## src/rtl/uart_tx_sched_pkg.sv

```systemverilog
// Shared types and defaults for the UART transmit scheduler.
package uart_tx_sched_pkg;

    typedef enum logic [1:0] {
        ST_IDLE      = 2'd0,
        ST_WAIT_BUSY = 2'd1,
        ST_WAIT_DONE = 2'd2
    } state_t;

    typedef enum logic {
        SRC_ECH = 1'b0,
        SRC_RES = 1'b1
    } src_t;

    localparam int DEF_DEPTH     = 4;
    localparam int DEF_BUSY_WAIT = 4;

endpackage

```

## src/rtl/uart_tx_sched_if.sv

```systemverilog
// Byte sources on one side, UART write port on the other.
interface uart_tx_sched_if;

    logic [7:0] ech_data;
    logic       ech_valid;
    logic [7:0] res_data;
    logic       res_valid;
    logic       tx_busy;
    logic [7:0] tx_data;
    logic       tx_wr;

    modport master (
        output ech_data, ech_valid, res_data, res_valid, tx_busy,
        input  tx_data, tx_wr
    );

    modport slave (
        input  ech_data, ech_valid, res_data, res_valid, tx_busy,
        output tx_data, tx_wr
    );

endinterface

```

## src/rtl/uart_tx_sched_byte_fifo.sv

```systemverilog
// Small byte FIFO with registered occupancy, synchronous flush and a drop flag
// that reports a push refused because the FIFO was already full.
module byte_fifo
    import uart_tx_sched_pkg::*;
#(
    parameter int DEPTH = DEF_DEPTH
) (
    input  logic       clk,
    input  logic       resetq,
    input  logic       clr,
    input  logic       push,
    input  logic [7:0] push_data,
    input  logic       pop,
    output logic [7:0] head,
    output logic       empty,
    output logic       drop
);

    localparam int AW = $clog2(DEPTH);

    logic [7:0]    mem [DEPTH];
    logic [AW-1:0] wr_ptr_q;
    logic [AW-1:0] rd_ptr_q;
    logic [AW:0]   count_q;
    logic          full;
    logic          do_push;
    logic          do_pop;

    assign full    = (count_q == (AW+1)'(DEPTH));
    assign empty   = (count_q == '0);
    // Fullness is judged on the registered count, so a same-cycle pop does not make room.
    assign do_push = push && !full && !clr;
    assign do_pop  = pop && !empty && !clr;
    assign drop    = push && full && !clr;
    assign head    = mem[rd_ptr_q];

    // NOTE: the storage array is deliberately not reset; the empty flag guards every read.
    always_ff @(posedge clk) begin
        if (do_push) begin
            mem[wr_ptr_q] <= push_data;
        end
    end

    always_ff @(posedge clk or negedge resetq) begin
        if (!resetq) begin
            wr_ptr_q <= '0;
            rd_ptr_q <= '0;
            count_q  <= '0;
        end else if (clr) begin
            wr_ptr_q <= '0;
            rd_ptr_q <= '0;
            count_q  <= '0;
        end else begin
            if (do_push) begin
                wr_ptr_q <= wr_ptr_q + AW'(1);
            end
            if (do_pop) begin
                rd_ptr_q <= rd_ptr_q + AW'(1);
            end
            count_q <= count_q + (AW+1)'(do_push) - (AW+1)'(do_pop);
        end
    end

endmodule

```

## src/rtl/uart_tx_sched.sv

```systemverilog
// Round-robin scheduler sharing one UART transmitter between the echo and
// adder-result byte sources, pacing write strobes on the UART busy flag.
module uart_tx_sched
    import uart_tx_sched_pkg::*;
#(
    parameter int DEPTH     = DEF_DEPTH,
    parameter int BUSY_WAIT = DEF_BUSY_WAIT
) (
    input  logic           clk,
    input  logic           resetq,
    input  logic           clr,
    uart_tx_sched_if.slave bus,
    output logic           ech_ovf,
    output logic           res_ovf,
    output logic           idle
);

    localparam int CW = $clog2(BUSY_WAIT + 1);

    state_t     state_q;
    state_t     state_d;
    logic [CW-1:0] cnt_q;
    logic [CW-1:0] cnt_d;
    src_t       last_grant_q;
    src_t       last_grant_d;
    src_t       grant_src;
    logic       grant;
    logic [7:0] grant_data;
    logic [7:0] tx_data_q;
    logic       tx_wr_q;
    logic       ech_ovf_q;
    logic       res_ovf_q;

    logic [7:0] ech_head;
    logic [7:0] res_head;
    logic       ech_empty;
    logic       res_empty;
    logic       ech_drop;
    logic       res_drop;
    logic       pop_ech;
    logic       pop_res;

    byte_fifo #(.DEPTH(DEPTH)) u_ech_fifo (
        .clk       (clk),
        .resetq    (resetq),
        .clr       (clr),
        .push      (bus.ech_valid),
        .push_data (bus.ech_data),
        .pop       (pop_ech),
        .head      (ech_head),
        .empty     (ech_empty),
        .drop      (ech_drop)
    );

    byte_fifo #(.DEPTH(DEPTH)) u_res_fifo (
        .clk       (clk),
        .resetq    (resetq),
        .clr       (clr),
        .push      (bus.res_valid),
        .push_data (bus.res_data),
        .pop       (pop_res),
        .head      (res_head),
        .empty     (res_empty),
        .drop      (res_drop)
    );

    // NOTE: every output of this block gets a default first, so no path can infer a latch.
    always_comb begin
        state_d      = state_q;
        cnt_d        = cnt_q;
        last_grant_d = last_grant_q;
        grant        = 1'b0;
        grant_src    = SRC_ECH;

        // Both waiting: alternate away from the last winner; otherwise serve whoever has data.
        if (!ech_empty && !res_empty) begin
            grant_src = (last_grant_q == SRC_RES) ? SRC_ECH : SRC_RES;
        end else if (!ech_empty) begin
            grant_src = SRC_ECH;
        end else begin
            grant_src = SRC_RES;
        end

        case (state_q)
            ST_IDLE: begin
                if (!bus.tx_busy && !(ech_empty && res_empty)) begin
                    grant        = 1'b1;
                    last_grant_d = grant_src;
                    cnt_d        = CW'(BUSY_WAIT);
                    state_d      = ST_WAIT_BUSY;
                end
            end
            ST_WAIT_BUSY: begin
                if (bus.tx_busy) begin
                    state_d = ST_WAIT_DONE;
                end else begin
                    // A UART that never shows busy is treated as having taken the byte.
                    cnt_d = cnt_q - CW'(1);
                    if (cnt_q <= CW'(1)) begin
                        state_d = ST_IDLE;
                    end
                end
            end
            ST_WAIT_DONE: begin
                if (!bus.tx_busy) begin
                    state_d = ST_IDLE;
                end
            end
            default: begin
                state_d = ST_IDLE;
            end
        endcase
    end

    assign pop_ech    = grant && (grant_src == SRC_ECH);
    assign pop_res    = grant && (grant_src == SRC_RES);
    assign grant_data = (grant_src == SRC_ECH) ? ech_head : res_head;

    // NOTE: state registers use non-blocking assignments so every flop samples pre-edge values.
    always_ff @(posedge clk or negedge resetq) begin
        if (!resetq) begin
            state_q      <= ST_IDLE;
            cnt_q        <= '0;
            last_grant_q <= SRC_RES;
            tx_data_q    <= 8'h00;
            tx_wr_q      <= 1'b0;
            ech_ovf_q    <= 1'b0;
            res_ovf_q    <= 1'b0;
        end else if (clr) begin
            // A byte already strobed finishes inside the UART; tx_data is left as it was.
            state_q      <= ST_IDLE;
            cnt_q        <= '0;
            last_grant_q <= SRC_RES;
            tx_wr_q      <= 1'b0;
            ech_ovf_q    <= 1'b0;
            res_ovf_q    <= 1'b0;
        end else begin
            state_q      <= state_d;
            cnt_q        <= cnt_d;
            last_grant_q <= last_grant_d;
            tx_wr_q      <= grant;
            if (grant) begin
                tx_data_q <= grant_data;
            end
            if (ech_drop) begin
                ech_ovf_q <= 1'b1;
            end
            if (res_drop) begin
                res_ovf_q <= 1'b1;
            end
        end
    end

    assign bus.tx_data = tx_data_q;
    assign bus.tx_wr   = tx_wr_q;
    assign ech_ovf     = ech_ovf_q;
    assign res_ovf     = res_ovf_q;
    assign idle        = (state_q == ST_IDLE) && ech_empty && res_empty;

endmodule

```

## src/flat_wrapper.sv

```systemverilog
// flat-port wrapper written by rule: the top's interface ports become plain ports
module uart_tx_sched_flat import uart_tx_sched_pkg::*;
#(
    parameter int DEPTH     = DEF_DEPTH,
    parameter int BUSY_WAIT = DEF_BUSY_WAIT
)
  (clk, resetq, clr, ech_ovf, res_ovf, idle, bus_ech_data, bus_ech_valid, bus_res_data, bus_res_valid, bus_tx_busy, bus_tx_data, bus_tx_wr);
  uart_tx_sched_if bus_i ();
  input  logic clk;
  input  logic resetq;
  input  logic clr;
  output logic ech_ovf;
  output logic res_ovf;
  output logic idle;
  input wire logic [$bits(bus_i.ech_data)-1:0] bus_ech_data;
  input wire logic [$bits(bus_i.ech_valid)-1:0] bus_ech_valid;
  input wire logic [$bits(bus_i.res_data)-1:0] bus_res_data;
  input wire logic [$bits(bus_i.res_valid)-1:0] bus_res_valid;
  input wire logic [$bits(bus_i.tx_busy)-1:0] bus_tx_busy;
  output wire logic [$bits(bus_i.tx_data)-1:0] bus_tx_data;
  output wire logic [$bits(bus_i.tx_wr)-1:0] bus_tx_wr;
  assign bus_i.ech_data = bus_ech_data;
  assign bus_i.ech_valid = bus_ech_valid;
  assign bus_i.res_data = bus_res_data;
  assign bus_i.res_valid = bus_res_valid;
  assign bus_i.tx_busy = bus_tx_busy;
  assign bus_tx_data = bus_i.tx_data;
  assign bus_tx_wr = bus_i.tx_wr;
  uart_tx_sched #(.DEPTH(DEPTH), .BUSY_WAIT(BUSY_WAIT)) u_core (.clk(clk), .resetq(resetq), .clr(clr), .bus(bus_i), .ech_ovf(ech_ovf), .res_ovf(res_ovf), .idle(idle));
endmodule
```

## config.mk

```make
export PLATFORM = sky130hd
export DESIGN_NAME = uart_tx_sched_flat
export DESIGN_NICKNAME = d
export VERILOG_FILES = /design/src/rtl/uart_tx_sched_pkg.sv /design/src/rtl/uart_tx_sched_if.sv /design/src/rtl/uart_tx_sched_byte_fifo.sv /design/src/rtl/uart_tx_sched.sv /design/src/flat_wrapper.sv
export SDC_FILE = /design/constraint.sdc
export NUM_CORES = 1
export LEC_CHECK = 0
export CORE_ASPECT_RATIO = 1.4
export CORE_MARGIN = 2
export CORE_UTILIZATION = 48
export DETAILED_ROUTE_END_ITERATION = 8
export PLACE_DENSITY_LB_ADDON = 0.1
export RECOVER_POWER = 25
export SETUP_SLACK_MARGIN = 0.15
export SLEW_MARGIN = 15
export SYNTH_ARGS = -nofsm -noshare
export SYNTH_HDL_FRONTEND = slang
export SYNTH_SLANG_ARGS = --single-unit
```

## constraint.sdc

```tcl
create_clock -name clk -period 3.2 [get_ports clk]
set_input_delay 0.96 -clock clk [delete_from_list [all_inputs] [get_ports clk]]
set_output_delay 0.96 -clock clk [all_outputs]
set_load 0.01 [all_outputs]
```

==> reports/qor.yml, run 1 <==
status: "finished, final reports clean"
synth-seq-cells: 95
syn_area_um2: 4060
hpwl_um: 4720
syn_nets: 294
io_buffers: 33
first_pass_iters: 4
dp.cells: 391
ys_types: 43
fin_cells: 407
timing.final.crit_share_pct: 90.4
ys_seq_area_share_pct: 66.5
finalWorstSetupSlack_ns: 0.308
rsz0062_at_grt: "false"
die_area_um2: 9220
hold_buffers: 0
clk_pin_slew_ns: 0.06
vias_per_cell: 5.17
hp-class: "flop to flop"
crit_fanout: 2
routedWlPerCell_um: 16.3
syn2layout_area_growth_pct: 19.6
syn_inst: 256
synth-edff-count: 64
period_needed_ns: 2.89
core-area_um2: 8200
pre_cts_slack_ns: -0.0853
fin_hold_ws_ns: 0.491
grtUsageTotal_pct: 16.7
synth_xor_area_share_pct: 2.37
antenna_found_initial: 0
p_per_area_nw_per_um2: 766
synthAdderAreaFrac_pct: 5.30
grt_max_degree: 32
peakVddDrop_mv: 0.411
layout_commonest_cell: "edfxtp_1"
n_antenna_cell: 0
htree_levels: 3
synth_top_family_by_area: "multiplexers"
max_freq_mhz: 346
cts_tree: "done"
cp-start-kind: "input port"
worstPathRequired_ns: 3.42
drive_gt1_share_pct: 17.0
holdPathStages: 2
ff2ff_path_depth: 12
clk_latency_ns: 0.33
drv_cap: 0
maxSlewHeadroom_pct: 59.7
muxShareOfSynthArea_pct: 11.3
drc: 0
placed_area_um2: 4550
synth-simple-area-share_pct: 6.47
leakagePower_nw: 1.86
cp-end-kind: "flop"
skew_ns: 0.00373
worstPathArrival_ns: 3.11
gp_congestion: 0.697
nets: 338
boundaryPins: 34
finalSetupViolCount: 0
cts_buffer_depth: 2
clockRootBuffer: "clkbuf_16"
drt_iter0_drc: 119
post_cts_buffers: 0
wl_um: 6640
synth_compound_area_share_pct: 4.81
drv_slew: 0
stdcell_area_um2: 4850
dr_total_vias: 2106
avgSynthCellArea_um2: 15.9
clkSinkCount: 95
grt_pass1_wl_um: 11100
start_util_pct: 49.5
cts_buffers: 9
finalHoldViolCount: 0
die_w_um: 81.7
synth_ff_type: "edfxtp_1"
async_flop_share_pct: 32.6
worst_pin_slew_ns: 0.605
num_rows: 39
cts_resized: 0
ant_nets: 0
die_y_um: 113
grt_overflow_total: 0
crit_type: "input port to flop"
grt_pass1_vias: 2225
ys_warn_count: 0
final_cell_mix: "edfxtp_1, dfrtp_1, nor2_1"
-- worst paths after layout --
path                                         startpoint                            to  slack [ns]
max                                                 clr  u_core.u_ech_fifo.count_q[2]        0.31
min                               u_core.bus.tx_data[7]         u_core.bus.tx_data[7]        0.49
max reg2reg                u_core.u_ech_fifo.count_q[1]  u_core.u_ech_fifo.count_q[2]        0.58
min reg2reg                       u_core.bus.tx_data[7]         u_core.bus.tx_data[7]        0.49
max in group asynchronous                        resetq           u_core.last_grant_q        1.84
min in group asynchronous                        resetq              u_core.bus.tx_wr        1.03
-- synthesized netlist by cell type, drive strengths merged (2+ instances only) --
cell type,n,area share [%]
and2,8,1.2
nand2,9,0.83
or3,2,0.31
xor2,5,1.1
a31oi,3,0.46
xnor2,6,1.3
nor2,23,2.1
buf,8,1.5
fa,2,0.99
nor4,2,0.31
edfxtp,64,47
ha,14,4.3
dfrtp,30,18
mux4,16,8.9
o21ai,11,1.7
mux2i,10,2.5
o31ai,3,0.89
a21oi,2,0.25
clkbuf,4,0.37
nor2b,3,0.46
nor3,2,0.25
inv,15,1.4
-- kinds of logic (layout without fill, tap and decap cells) --
| family | count (synthesis) | count (layout) |
|---|---|---|
| DFF | 95 | 95 |
| and+or+nand+nor | 55 | 55 |
| buffers and inverters | 27 | 76 |
| AOI/OAI and AO/OA | 26 | 26 |
| muxes | 26 | 26 |
| adders and majority gates | 16 | 16 |
| xor gates and xnor gates | 11 | 11 |
-- per-layer routing --
metal  vias to the layer above  global-route usage, %  share of wire [%]
met3                        13                   2.39                2.5
met1                      1035                   20.0                 41
met2                        28                   28.3                 54
met4                         0                   9.67                2.8
met5                         -                      0                  0
li1                       1030                      -                  -
-- critical path: stages --
cell             delay [ns]
clkdlybuf4s50_1        0.45
nor4_4                 0.33
o21ai_4                0.09
nor2_1                 0.11
ha_1                   0.23
inv_1                  0.05
ha_1                   0.12
inv_1                  0.05
fa_2                   0.34
xnor2_2                0.18
xnor2_1                0.13
nor2_1                 0.05
-- flip-flops by register name, summed over array words and instances, names as in the netlist --
signal	count
u_core.u_res_fifo.rd_ptr_q	2
u_core.u_ech_fifo.count_q	3
u_core.u_res_fifo.count_q	3
u_core.cnt_q	3
u_core.u_ech_fifo.rd_ptr_q	2
u_core.res_ovf	1
u_core.state_q	2
u_core.bus.tx_data	8
u_core.bus.tx_wr	1
u_core.u_ech_fifo.wr_ptr_q	2
u_core.last_grant_q	1
u_core.ech_ovf	1
u_core.u_ech_fifo.mem	32
u_core.u_res_fifo.wr_ptr_q	2
u_core.u_res_fifo.mem	32
-- layout make-up --
class	instances	area [µm²]
Sequential cell	95	2700
Clock buffer	9	225
Timing Repair Buffer	45	423
Tap cell	102	128
Multi-Input combinational cell	134	1260
Clock inverter	7	63.8
Fill cell	680	3340
Inverter	15	56.3
-- metrics by stage --
| stage | util [%] | power (mW) | setup TNS (ns) |
|---|---|---|---|
| 6_report | 59.2 | 3.72 | 0 |
| 5_1_grt | 59.2 | 3.93 | 0 |
| 4_1_cts | 59.0 | 3.77 | 0 |
| 3_5_place_dp | 55.5 | 2.75 | -0.0853 |
| 3_3_place_gp | 55.5 | 2.73 | -0.0655 |
| 2_1_floorplan | - | 2.40 | 0 |
-- power breakdown --
part / leakage (nW) / switching (mW) / internal, mW
Combinational: 0.727 / 0.477 / 0.560
Clock: 0.140 / 0.418 / 0.598
Sequential: 0.990 / 0.178 / 1.49
Total: 1.86 / 1.07 / 2.65
Power figures use the tool's default switching activity.
==> run 2, diff against run 1 <==
--- a/config.mk
+++ b/config.mk
@@ -8,11 +8,12 @@
 export CORE_ASPECT_RATIO = 1.4
 export CORE_MARGIN = 2
 export CORE_UTILIZATION = 48
+export CTS_CLUSTER_SIZE = 28
 export DETAILED_ROUTE_END_ITERATION = 8
 export PLACE_DENSITY_LB_ADDON = 0.1
 export RECOVER_POWER = 25
 export SETUP_SLACK_MARGIN = 0.15
-export SLEW_MARGIN = 15
+export SLEW_MARGIN = 10
 export SYNTH_ARGS = -nofsm -noshare
 export SYNTH_HDL_FRONTEND = slang
 export SYNTH_SLANG_ARGS = --single-unit
==> results of run 2 <==
Same layout as run 1: the final DEF is identical, and so are final timing and power.
==> run 3, diff against run 2 <==
--- a/config.mk
+++ b/config.mk
@@ -6,7 +6,7 @@
 export NUM_CORES = 1
 export LEC_CHECK = 0
 export CORE_ASPECT_RATIO = 1.4
-export CORE_MARGIN = 2
+export CORE_MARGIN = 1.5
 export CORE_UTILIZATION = 48
 export CTS_CLUSTER_SIZE = 28
 export DETAILED_ROUTE_END_ITERATION = 8
==> run 3 against run 2 <==
Combinational power is essentially flat. Clock skew grew 0.0026 ns. First-iteration DRC count shrank 10%. Register-to-register slack gained 0.02 ns. Design area grew 0.26%. Critical path type unchanged. Total power grew 0.73%. Largest power group unchanged. Highest routed layer unchanged. Worst setup slack gained 0.052 ns. Sequential cell count is the same.
==> reports/qor.yml, run 3 (same netlist as run 1, synthesis figures left out) <==
status: "finished, final reports clean"
reg2reg_from: "u_core.u_ech_fifo.count_q[1]"
p_per_area_nw_per_um2: 770
rsz0062_at_grt: "false"
crit_path_cell_trace: "clkdlybuf4s50_1 > nor4_4 > o21ai_4 > nor2_1 > ha_1 > inv_1 > ha_1 > inv_1 > fa_2 > xnor2_2 > xnor2_1 > nor2_1"
crit_type: "input port to flop"
worst-path-buf-inv: 3
switchingPower_mw: 1.09
critPathMaxStageDelay_ns: 0.52
p_total_mw: 3.75
fill_cells: 647
timing.final.crit_share_pct: 88.8
core-area_um2: 8200
die_y_um: 112
fin_hold_ws_ns: 0.489
post_cts_buffers: 0
io_buffers: 33
holdPathStages: 2
clockRootBuffer: "clkbuf_16"
crit_fanout: 5
first_pass_iters: 4
ff2ff_path_depth: 12
boundaryPins: 34
clkPwrFrac_pct: 27.9
drc: 0
grt_pass1_vias: 2221
hp-start: "u_core.bus.tx_data[5]"
skew_ns: 0.00637
drv_slew: 0
r2r-end: "u_core.u_ech_fifo.count_q[2]"
gp_congestion: 0.708
fin_cells: 408
cp-start-kind: "input port"
wl_um: 6620
intPower_mw: 2.66
dr_total_vias: 2151
r2r_slack_ns: 0.60
worst_pin_slew_ns: 0.606
clkSinkCount: 95
antenna_found_initial: 1
maxSlewHeadroom_pct: 59.6
cts_buffers: 9
peakVddDrop_mv: 0.428
tns_ns: 0
vias_per_cell: 5.27
layout_commonest_cell: "edfxtp_1"
cp-end-kind: "flop"
multi_input_area_um2: 1260
finalSetupViolCount: 0
grtUsageTotal_pct: 17.3
power_frac_comb_pct: 27.7
die_w_um: 80.7
hp-class: "flop to flop"
grt_overflow_total: 0
leakagePower_nw: 1.87
drt_iter0_drc: 107
cts_tree: "done"
hpwl_um: 4680
syn2layout_area_growth_pct: 19.9
drv_cap: 0
cts_buffer_depth: 2
grt_max_degree: 32
clk_latency_ns: 0.33
dp.cells: 391
htree_levels: 3
grt_pass1_wl_um: 11200
start_util_pct: 49.5
die_area_um2: 9030
num_rows: 39
seqPwrFrac_pct: 44.4
worstPathArrival_ns: 3.05
clk_pin_slew_ns: 0.06
period_needed_ns: 2.84
worstPathRequired_ns: 3.41
routedWlPerCell_um: 16.2
critical_path.top_delay_family: "adder cells"
nets: 338
ff_latch_area_um2: 2700
final_cell_mix: "edfxtp_1, dfrtp_1, nor2_1"
cp_slowest_cell: "clkdlybuf4s50_1"
p_sw_share_pct: 29.1
drive_gt1_share_pct: 17.4
ant_nets: 0
min_to: "u_core.bus.tx_data[5]"
finalHoldViolCount: 0
max_freq_mhz: 352
run 3: power groups by stage:
stage / Sequential (mW) / Combinational [mW] / Clock (mW)
after floorplan: 1.62 / 0.781 / 0
after global placement: 1.68 / 1.04 / 0
after detailed placement: 1.69 / 1.05 / 0
after CTS: 1.67 / 1.06 / 1.07
after global routing: 1.69 / 1.17 / 1.12
final: 1.66 / 1.04 / 1.05
run 3: worst max path at each step:
stage	start	to	slack (ns)	cells past startpoint
after floorplan	clr	u_core.u_ech_fifo.count_q[2]	0.17	13
after global placement	bus_tx_busy	u_core.u_ech_fifo.count_q[2]	-0.07	12
after detailed placement	bus_tx_busy	u_core.u_ech_fifo.count_q[2]	-0.11	12
after CTS	u_core.u_ech_fifo.count_q[1]	idle	0.17	3
after global routing	bus_tx_busy	u_core.u_ech_fifo.count_q[2]	0.20	12
final	bus_tx_busy	u_core.u_ech_fifo.count_q[2]	0.36	12
run 3: per-layer routing:
layer / GRT usage [%] / wire length (µm)
met5: 0 / 0
met4: 6.21 / 68
met3: 6.23 / 266
met2: 28.6 / 3580
met1: 20.7 / 2710
run 3: cell type report:
class                      instances  area share (%)
antenna                            1          0.0514
clock buffer                      10            4.70
clock inverter                     6            1.39
inverter                          15            1.16
multi-input combinational        134            25.9
sequential                        95            55.4
tap                              102            2.62
timing repair buffer              45            8.74
run 3: metrics by stage:
step	util [%]	cell area (µm²)	setup WS, ns
final	59.4	4870	0.359
after floorplan	-	4080	0.166
after global routing	59.4	4870	0.198
after global placement	55.5	4550	-0.0728
after CTS	59.1	4850	0.169
after detailed placement	55.5	4550	-0.114
run 3: repair_timing:
item,4_1_cts,5_1_grt
hold buffers,0,0
endpoints found under the setup margin,0,3
resized for setup,0,4
run 3: worst register-to-register path, stage by stage (launching register included):
cell     delay [ns]
dfrtp_1        0.48
or3_1          0.41
buf_4          0.19
o21ai_4        0.14
nor2_1         0.06
ha_1           0.28
inv_1          0.05
ha_1           0.13
inv_1          0.05
fa_2           0.34
xnor2_2        0.14
xnor2_1        0.15
nor2_1         0.06
